===== config.mk =====
export PLATFORM = sky130hd
export DESIGN_NAME = stack_unit
export DESIGN_NICKNAME = d
export VERILOG_FILES = /design/src/rtl/stack_unit_pkg.sv /design/src/rtl/stack_mem.sv /design/src/rtl/stack_unit.sv
export SDC_FILE = /design/constraint.sdc
export NUM_CORES = 1
export LEC_CHECK = 0
export CAP_MARGIN = 20
export CORE_UTILIZATION = 59
export CTS_BUF_LIST = sky130_fd_sc_hd__clkbuf_2
export CTS_CLUSTER_DIAMETER = 100
export CTS_CLUSTER_SIZE = 20
export DETAILED_ROUTE_END_ITERATION = 10
export GPL_TIMING_DRIVEN = 0
export PLACE_DENSITY = 0.78
export SLEW_MARGIN = 20
export SYNTH_ARGS = -nofsm -noshare
export SYNTH_HDL_FRONTEND = slang
export SYNTH_SLANG_ARGS = --single-unit
export TNS_END_PERCENT = 30

===== constraint.sdc =====
create_clock -name clock -period 4.25 [get_ports clock]
set_input_delay 0.6375 -clock clock [delete_from_list [all_inputs] [get_ports clock]]
set_output_delay 0.6375 -clock clock [all_outputs]
set_load 0.1 [all_outputs]

===== src/rtl/stack_unit_pkg.sv =====
// stack_unit shared definitions
// move encodings and default geometry
package stack_unit_pkg;

   localparam int STACK_WIDTH = 16;
   localparam int STACK_DEPTH = 4;

   typedef enum logic [1:0] {
      MOVE_HOLD  = 2'b00,
      MOVE_PUSH  = 2'b01,
      MOVE_DROP2 = 2'b10,
      MOVE_POP   = 2'b11
   } move_e;

endpackage


===== src/rtl/stack_mem.sv =====
// stack_mem: register array below the top register
// one sync write port, async reads for next and the entry under it
module stack_mem
   import stack_unit_pkg::*;
#(
   parameter int WIDTH = STACK_WIDTH,
   parameter int DEPTH = STACK_DEPTH
) (
   input  logic             clock,
   input  logic             wr_en,
   input  logic [DEPTH-1:0] wr_addr,
   input  logic [WIDTH-1:0] wr_data,
   input  logic [DEPTH-1:0] rd_addr,
   output logic [WIDTH-1:0] rd_data,
   input  logic [DEPTH-1:0] rd2_addr,
   output logic [WIDTH-1:0] rd2_data
);

   logic [WIDTH-1:0] mem [2**DEPTH];

   // single write per cycle, contents never reset
   always_ff @(posedge clock) begin
      if (wr_en) begin
         mem[wr_addr] <= wr_data;
      end
   end

   assign rd_data  = mem[rd_addr];
   assign rd2_data = mem[rd2_addr];

endmodule


===== src/rtl/stack_unit.sv =====
// stack_unit: self-managing stack with top register
// STACK_GUARD_EN enables guarded overflow/underflow handling
module stack_unit
   import stack_unit_pkg::*;
#(
   parameter int WIDTH = STACK_WIDTH,
   parameter int DEPTH = STACK_DEPTH
) (
   input  logic             clock,
   input  logic             active_low_reset,
   input  logic             clear,
   input  logic [1:0]       move,
   input  logic             load_top,
   input  logic [WIDTH-1:0] top_in,
   output logic [WIDTH-1:0] top,
   output logic [WIDTH-1:0] next,
   output logic [DEPTH:0]   level,
   output logic             full,
   output logic             empty,
   output logic             overflow,
   output logic             underflow
);

   localparam logic [DEPTH:0]   LVL_MAX = {1'b1, {DEPTH{1'b0}}};
   localparam logic [DEPTH:0]   LVL_ONE = (DEPTH+1)'(1);
   localparam logic [DEPTH:0]   LVL_TWO = (DEPTH+1)'(2);
   localparam logic [DEPTH-1:0] SP_ONE  = DEPTH'(1);
   localparam logic [DEPTH-1:0] SP_TWO  = DEPTH'(2);

   move_e mv;

   logic [DEPTH-1:0] sp_q;
   logic [DEPTH-1:0] sp_d;
   logic [DEPTH:0]   level_q;
   logic [DEPTH:0]   lvl_d;
   logic [WIDTH-1:0] top_q;
   logic [WIDTH-1:0] top_d;

   logic             push_ok;
   logic             wr_en;
   logic [WIDTH-1:0] mem_next;
   logic [WIDTH-1:0] mem_below;

   logic             push_blk;
   logic             pop_blk;
   logic             drop_blk;

   assign mv    = move_e'(move);
   assign full  = (level_q == LVL_MAX);
   assign empty = (level_q == '0);
   assign level = level_q;
   assign top   = top_q;
   assign next  = mem_next;

   // a write held off by reset is dropped
   assign wr_en = push_ok & ~clear & active_low_reset;

   stack_mem #(
      .WIDTH (WIDTH),
      .DEPTH (DEPTH)
   ) u_mem (
      .clock    (clock),
      .wr_en    (wr_en),
      .wr_addr  (sp_q + SP_ONE),
      .wr_data  (top_q),
      .rd_addr  (sp_q),
      .rd_data  (mem_next),
      .rd2_addr (sp_q - SP_ONE),
      .rd2_data (mem_below)
   );

`ifdef STACK_GUARD_EN
   logic ovf_q;
   logic unf_q;
   logic ovf_set;
   logic unf_set;

   assign push_blk = full;
   assign pop_blk  = empty;
   assign drop_blk = (level_q < LVL_TWO);

   assign ovf_set = (mv == MOVE_PUSH) & push_blk;
   assign unf_set = ((mv == MOVE_POP) & pop_blk)
                  | ((mv == MOVE_DROP2) & drop_blk);

   // sticky error flags, cleared only by clear or reset
   always_ff @(posedge clock or negedge active_low_reset) begin
      if (!active_low_reset) begin
         ovf_q <= 1'b0;
         unf_q <= 1'b0;
      end else if (clear) begin
         ovf_q <= 1'b0;
         unf_q <= 1'b0;
      end else begin
         ovf_q <= ovf_q | ovf_set;
         unf_q <= unf_q | unf_set;
      end
   end

   assign overflow  = ovf_q;
   assign underflow = unf_q;
`else
   assign push_blk  = 1'b0;
   assign pop_blk   = 1'b0;
   assign drop_blk  = 1'b0;
   assign overflow  = 1'b0;
   assign underflow = 1'b0;
`endif

   // next pointer, level and top from the move command
   always_comb begin
      sp_d    = sp_q;
      lvl_d   = level_q;
      top_d   = load_top ? top_in : top_q;
      push_ok = 1'b0;
      unique case (mv)
         MOVE_PUSH: begin
            if (push_blk) begin
               top_d = top_q;
            end else begin
               push_ok = 1'b1;
               sp_d    = sp_q + SP_ONE;
               lvl_d   = full ? level_q : level_q + LVL_ONE;
            end
         end
         MOVE_POP: begin
            if (pop_blk) begin
               top_d = top_q;
            end else begin
               sp_d  = sp_q - SP_ONE;
               lvl_d = empty ? level_q : level_q - LVL_ONE;
               if (!load_top) begin
                  top_d = mem_next;
               end
            end
         end
         MOVE_DROP2: begin
            if (drop_blk) begin
               top_d = top_q;
            end else begin
               sp_d  = sp_q - SP_TWO;
               lvl_d = (level_q < LVL_TWO) ? '0 : level_q - LVL_TWO;
               if (!load_top) begin
                  top_d = mem_below;
               end
            end
         end
         default: begin
         end
      endcase
   end

   // state registers; sp parks one below address 0 when empty
   always_ff @(posedge clock or negedge active_low_reset) begin
      if (!active_low_reset) begin
         sp_q    <= '1;
         level_q <= '0;
         top_q   <= '0;
      end else if (clear) begin
         sp_q    <= '1;
         level_q <= '0;
         top_q   <= '0;
      end else begin
         sp_q    <= sp_d;
         level_q <= lvl_d;
         top_q   <= top_d;
      end
   end

endmodule


# Yosys cells after proc, flatten, opt, wreduce, memory -nomap -nowiden
# Memory sizes are Yosys's and may differ from the RTL's.
# Cells that the tools add are included.
# classes
n_addsub,6
magnitude_cmp,1
eq_ne,6
muxes,15
bitwise_logic,3
reduce_logical,3
# op_table
cell,count
$mux W16,4
$pmux W16 S2,1
$mux W5,4
$pmux W5 S3,1
$pmux W4 S3,1
$ne A3 B3 Y1 const B,2
$add A5 B1 Y5 const B,1
$eq A5 B5 Y1 const B,1
$logic_not A5 Y1,1
$lt A5 B2 Y1 const B,1
$sub A5 B1 Y5 const B,1
$sub A5 B2 Y5 const B,1
$add A4 B1 Y4 const B,1
$eq A2 B2 Y1 const B,2
$mux W4,1
$reduce_bool A4 Y1,1
$sub A4 B1 Y4 const B,1
$sub A4 B2 Y4 const B,1
$mux W1,3
$reduce_and A3 Y1,1
$and A1 B1 Y1,2
$eq A2 B1 Y1 const B,1
$not A1 Y1,1
# word_totals
register_bits,25
ram_bits,256
in_bits,22
out_inout_bits,41
memories,1
# mem_list
name,words,width,rd,rd_ports_with_merged_regs,wr,line_no,rtl
u_mem.mem,16,16,2,0,1,stack_mem.sv:19,logic [WIDTH-1:0] mem [2**DEPTH];

# Logic depth before layout (Yosys ltp)
# depth
word_depth,6
depth_mapped,11
ltp_nobuf,8

# By module
# From an unflattened synthesis, not the netlist that was laid out.
# hier_totals
hier_cells,772
hier_area_um2,13626.8
# by_module_without_submodules
module,n_inst,cells_each,area_each_um2
stack_mem,1,553,11728.7
stack_unit,1,219,1898.1

# Worst setup path before layout
# Ideal clock, no wire load.
# synth_timing
path_kind,register to register
startpoint,"register level_q[1], in the netlist level[1]"
endpoint,"register level_q[3], in the netlist level[3]"
setup_time_ps,126
t_arrival_ps,4291
setup_slack_ps,-167
stages_incl_launch_ff,6
n_path_buf,0
period_less_slack_ps,4417
cell_sequence,dfrtp_1 > or3_1 > nor3_1 > a2bb2oi_1 > nor2_1 > mux2_2
# synth_between
elab_cells_between_ends,14
classes_between,add/sub: 3; order compare: 1; eq/ne: 3; mux: 5; reduce/logical: 2
# synth_rtl
element,line_no,rtl
"start, declared",stack_unit.sv:34,logic [DEPTH:0] level_q;
"start signal, assigned",stack_unit.sv:165,level_q <= lvl_d;
$logic_not A5 Y1,stack_unit.sv:50,assign empty = (level_q == '0);
net empty,stack_unit.sv:19,"output logic empty,"
$ne A3 B3 Y1 (no line),--,
$reduce_and A3 Y1 (no line),--,
# The timed path passes the listed nets, and every way through them passes these cells. The select of a mux whose other input is x is not followed.
# A chain may end at the register's enable or synchronous reset.

# Worst setup path after layout
# layout_timing
startpoint,register sp_q[1]
endpoint,"register top_q[7], in the netlist top[7]"
# layout_between
elab_chain_cells,5
elab_cells_between_ends,6
classes_between,add/sub: 1; mux: 4; memory: 1
# layout_lines
element,line_no,rtl
"start, declared",stack_unit.sv:32,logic [DEPTH-1:0] sp_q;
"start signal, assigned",stack_unit.sv:164,sp_q <= sp_d;
$sub A4 B1 Y4,stack_unit.sv:68,".rd2_addr (sp_q - SP_ONE),"
$mem_v2 Z16 W16 (*),--,
$mux W16,stack_unit.sv:143,if (!load_top) begin
$pmux W16 S2 (*),stack_unit.sv:116,unique case (mv)
$mux W16 (*),stack_unit.sv:159,end else if (clear) begin
"end signal, assigned",stack_unit.sv:166,top_q <= top_d;
"end, declared",stack_unit.sv:36,logic [WIDTH-1:0] top_q;
# Mark *: on every way between the ends. The rest lies on a longest branch, timed or not.

==> impl_metrics.env <==
export IMPL_synth_top_cell_by_area="edfxtp_1"
export IMPL_fin_crit_sh=1.001
export IMPL_start_util=0.5996
export IMPL_clock_sinks=281
export IMPL_worst_path_most_repeated_cell="buf_2"
export IMPL_p_per_area_mw_per_mm2=447.9
export IMPL_setup_viol=1
export IMPL_synthesis_instances=795
export IMPL_antenna_found_initial=1
export IMPL_slowest_delay_ns=0.68
export IMPL_rows=55
export IMPL_synth_area_top_cells="edfxtp_1, mux4_2, mux2i_1"
export IMPL_synth_main_ff_cell="edfxtp_1"
export IMPL_worstPathMaxFanout=10
export IMPL_totalWireLength_um=38830
export IMPL_synth_top_area_frac=0.5680
export IMPL_synthArstFlopShare=0.08897
export IMPL_drtIter0Drc=1184
export IMPL_grt_setup_unrepaired="true"
export IMPL_via_count=8687
export IMPL_cp_end_kind="flop"
export IMPL_violations="setup timing"
export IMPL_relSlewSlack=0.3061
export IMPL_hold_viol=0
export IMPL_ys_types=47
export IMPL_die_y_um=153.5
export IMPL_viasPerCell=7.325
export IMPL_cts_path_max_buffers=3
export IMPL_ys_warn_count=0
export IMPL_root_buffer="clkbuf_2"
export IMPL_peakVddDrop_mv=0.4056
export IMPL_fin_crit_ns=4.256
export IMPL_overflow=0
export IMPL_fp_coreArea_mm2=0.02257
export IMPL_place_port_buffers=58
export IMPL_clk_latency_ns=0.93
export IMPL_cp_arrival_ns=5.01
export IMPL_crit_type="flop to flop"
export IMPL_ant_nets=0
export IMPL_track_usage=0.3364
export IMPL_clock_skew_ns=0.1798
export IMPL_drive_above_1_share=0.2633
export IMPL_wl_per_cell_um=32.74
export IMPL_grt_pass1_wl_um=56230
export IMPL_syn2layout_area_growth_pct=10.73
export IMPL_io_pins=63
export IMPL_final_util=0.6640
export IMPL_grt_pass1_vias=8705
export IMPL_numCtsBuffers=18
export IMPL_synth_edff_count=256
export IMPL_cts_max_level=1
export IMPL_synth_seq_cells=281
export IMPL_worstMarginPinSlew_ns=1.041
export IMPL_die_w_um=153.5
export IMPL_gp_congestion=0.9468
export IMPL_crit_chain="buf_2 -> buf_2 -> inv_1 -> ha_1 -> buf_2 -> buf_1 -> mux4_2 -> mux2i_1 -> o22ai_1 -> a221o_1"
export IMPL_layout_setup_ws_ns=-0.005681
export IMPL_grt_max_degree=27
export IMPL_clk_pin_slew_ns=0.42
export IMPL_dp_hpwl_um=27310
export IMPL_avgSynthCellArea_um2=17.02
export IMPL_cp_start_kind="flop"
export IMPL_worst_hold_path_type="input port to flop"
export IMPL_syn_cell_area_mm2=0.01353
export IMPL_cts_tree="yes"
export IMPL_maxSlewViolCount=0
export IMPL_num_nets_final=924
export IMPL_power_static_leakage_nw=5.450
export IMPL_ys_seq_area_frac=0.6146
export IMPL_slowest_stage="dfstp_2"
export IMPL_max_cap_violations=0
export IMPL_max_freq_mhz=235.0
export IMPL_dp_slack_ns=-0.2112
export IMPL_drc=0
export IMPL_outcome="finished, violations left"
export IMPL_drt_pass1_iterations=7
export IMPL_crit_required_ns=5.00
export IMPL_die_area_mm2=0.02355
-- worst max-delay path, delay by kind of cell (launching register included) --
| family | cells | cell delay [ns] |
|---|---|---|
| adders and majority gates | 1 | 0.34 |
| DFF | 1 | 0.68 |
| AOI/OAI and AO/OA | 2 | 0.47 |
| buffers and inverters | 5 | 1.85 |
| muxes | 2 | 0.73 |
-- synthesized netlist by cell type, types with 9 or more instances --
master      n
a221o_1    16
o21ai_0    14
nor2_1     38
dfrtp_1    21
mux4_2     96
inv_1       9
o22ai_1    19
mux2i_1   100
ha_1       12
clkbuf_1   24
buf_4      13
a221oi_1   32
nand2_1    30
buf_2      16
edfxtp_1  256
a22oi_1    26
-- final timing paths --
check	start	endpoint	slack [ns]	depth (start not counted)
worst min register to register	level[2]	level[2]	0.70	1
max in group asynchronous	active_low_reset	top[7]	3.45	2
worst max register to register	sp_q[1]	top[7]	-0.006	10
worst max-delay path	sp_q[1]	top[7]	-0.006	10
worst min-delay path	move[0]	sp_q[2]	0.12	3
min in group asynchronous	active_low_reset	top[0]	0.20	2
-- cell usage in the layout, fill, tap and decap left out, types with 21 or more instances in the layout --
cell / synthesis / layout
mux4_2: 96 / 96
edfxtp_1: 256 / 256
clkbuf_2: 0 / 35
clkdlybuf4s50_1: 0 / 41
nand2_1: 30 / 30
mux2i_1: 100 / 100
dfrtp_1: 21 / 21
buf_4: 13 / 27
nor2_1: 38 / 22
a22oi_1: 26 / 26
-- per-layer routing --
metal  up-vias  wire length [um]  part of all wire  GRT usage
met4         0              2285             0.059     0.1614
met1      4416             13670              0.35     0.4451
met2       651             18540              0.48     0.5501
li1       3492                 -                 -          -
met3       128              4338              0.11    0.05585
met5         -                 0                 0          0
-- kinds of logic (layout without fill, tap and decap cells) --
kind of cell    count (synthesis)  after routing  synth area share
compound gates                132            132           0.07535
flops                         281            281            0.6146
simple gates                   88             88           0.02829
mux                           199            199            0.2362
fa+ha+maj                      13             13           0.01257
xor+xnor                       11             11          0.007118
other cells                     1              3         0.0002771
buf+inv                        70            174           0.02561
-- registers in the layout, summed over array words and instances (netlist names) --
register,flops
sp_q,4
u_mem.mem,256
top,16
level,5
-- cell type report --
cell class / count / area (um^2)
antenna: 1 / 2.502
clock inverter: 1 / 20.02
clock buffer: 30 / 150.1
fill: 1580 / 7585
sequential: 281 / 8318
tap: 285 / 356.6
inverter: 10 / 38.79
multi-input combinational: 445 / 5039
buffer: 60 / 329.1
timing repair buffer: 73 / 733.2
-- where the power goes --
part           switching (mW)  internal, mW  total [mW]
clock network           0.837         0.191        1.03
registers               0.133          3.13        3.26
logic                    1.67         0.760        2.43
-- stage by stage --
stage / hold slack (ns) / TNS, ns / area (um^2) / std cells / power, mW
floorplan: 0.3419 / 0 / 13540 / 796 / 4.972
global placement: 0.6394 / -164.48 / 14480 / 1139 / 5.632
detailed placement: 0.6341 / -2.402 / 14710 / 1153 / 5.681
CTS: 0.1057 / -0.3500 / 14950 / 1185 / 6.665
global route: 0.1432 / -0.06930 / 14990 / 1186 / 6.873
finish: 0.1194 / -0.005681 / 14990 / 1186 / 6.713
-- repair_timing --
action | 4_1_cts | 5_1_grt
setup buffers | 0 | 0
hold buffers | 1 | 0
pin swaps | 0 | 0
resized for setup | 112 | 19
hold endpoints to repair | 21 | 0
setup endpoints to repair | 32 | 16
Power figures use the tool's default switching activity.
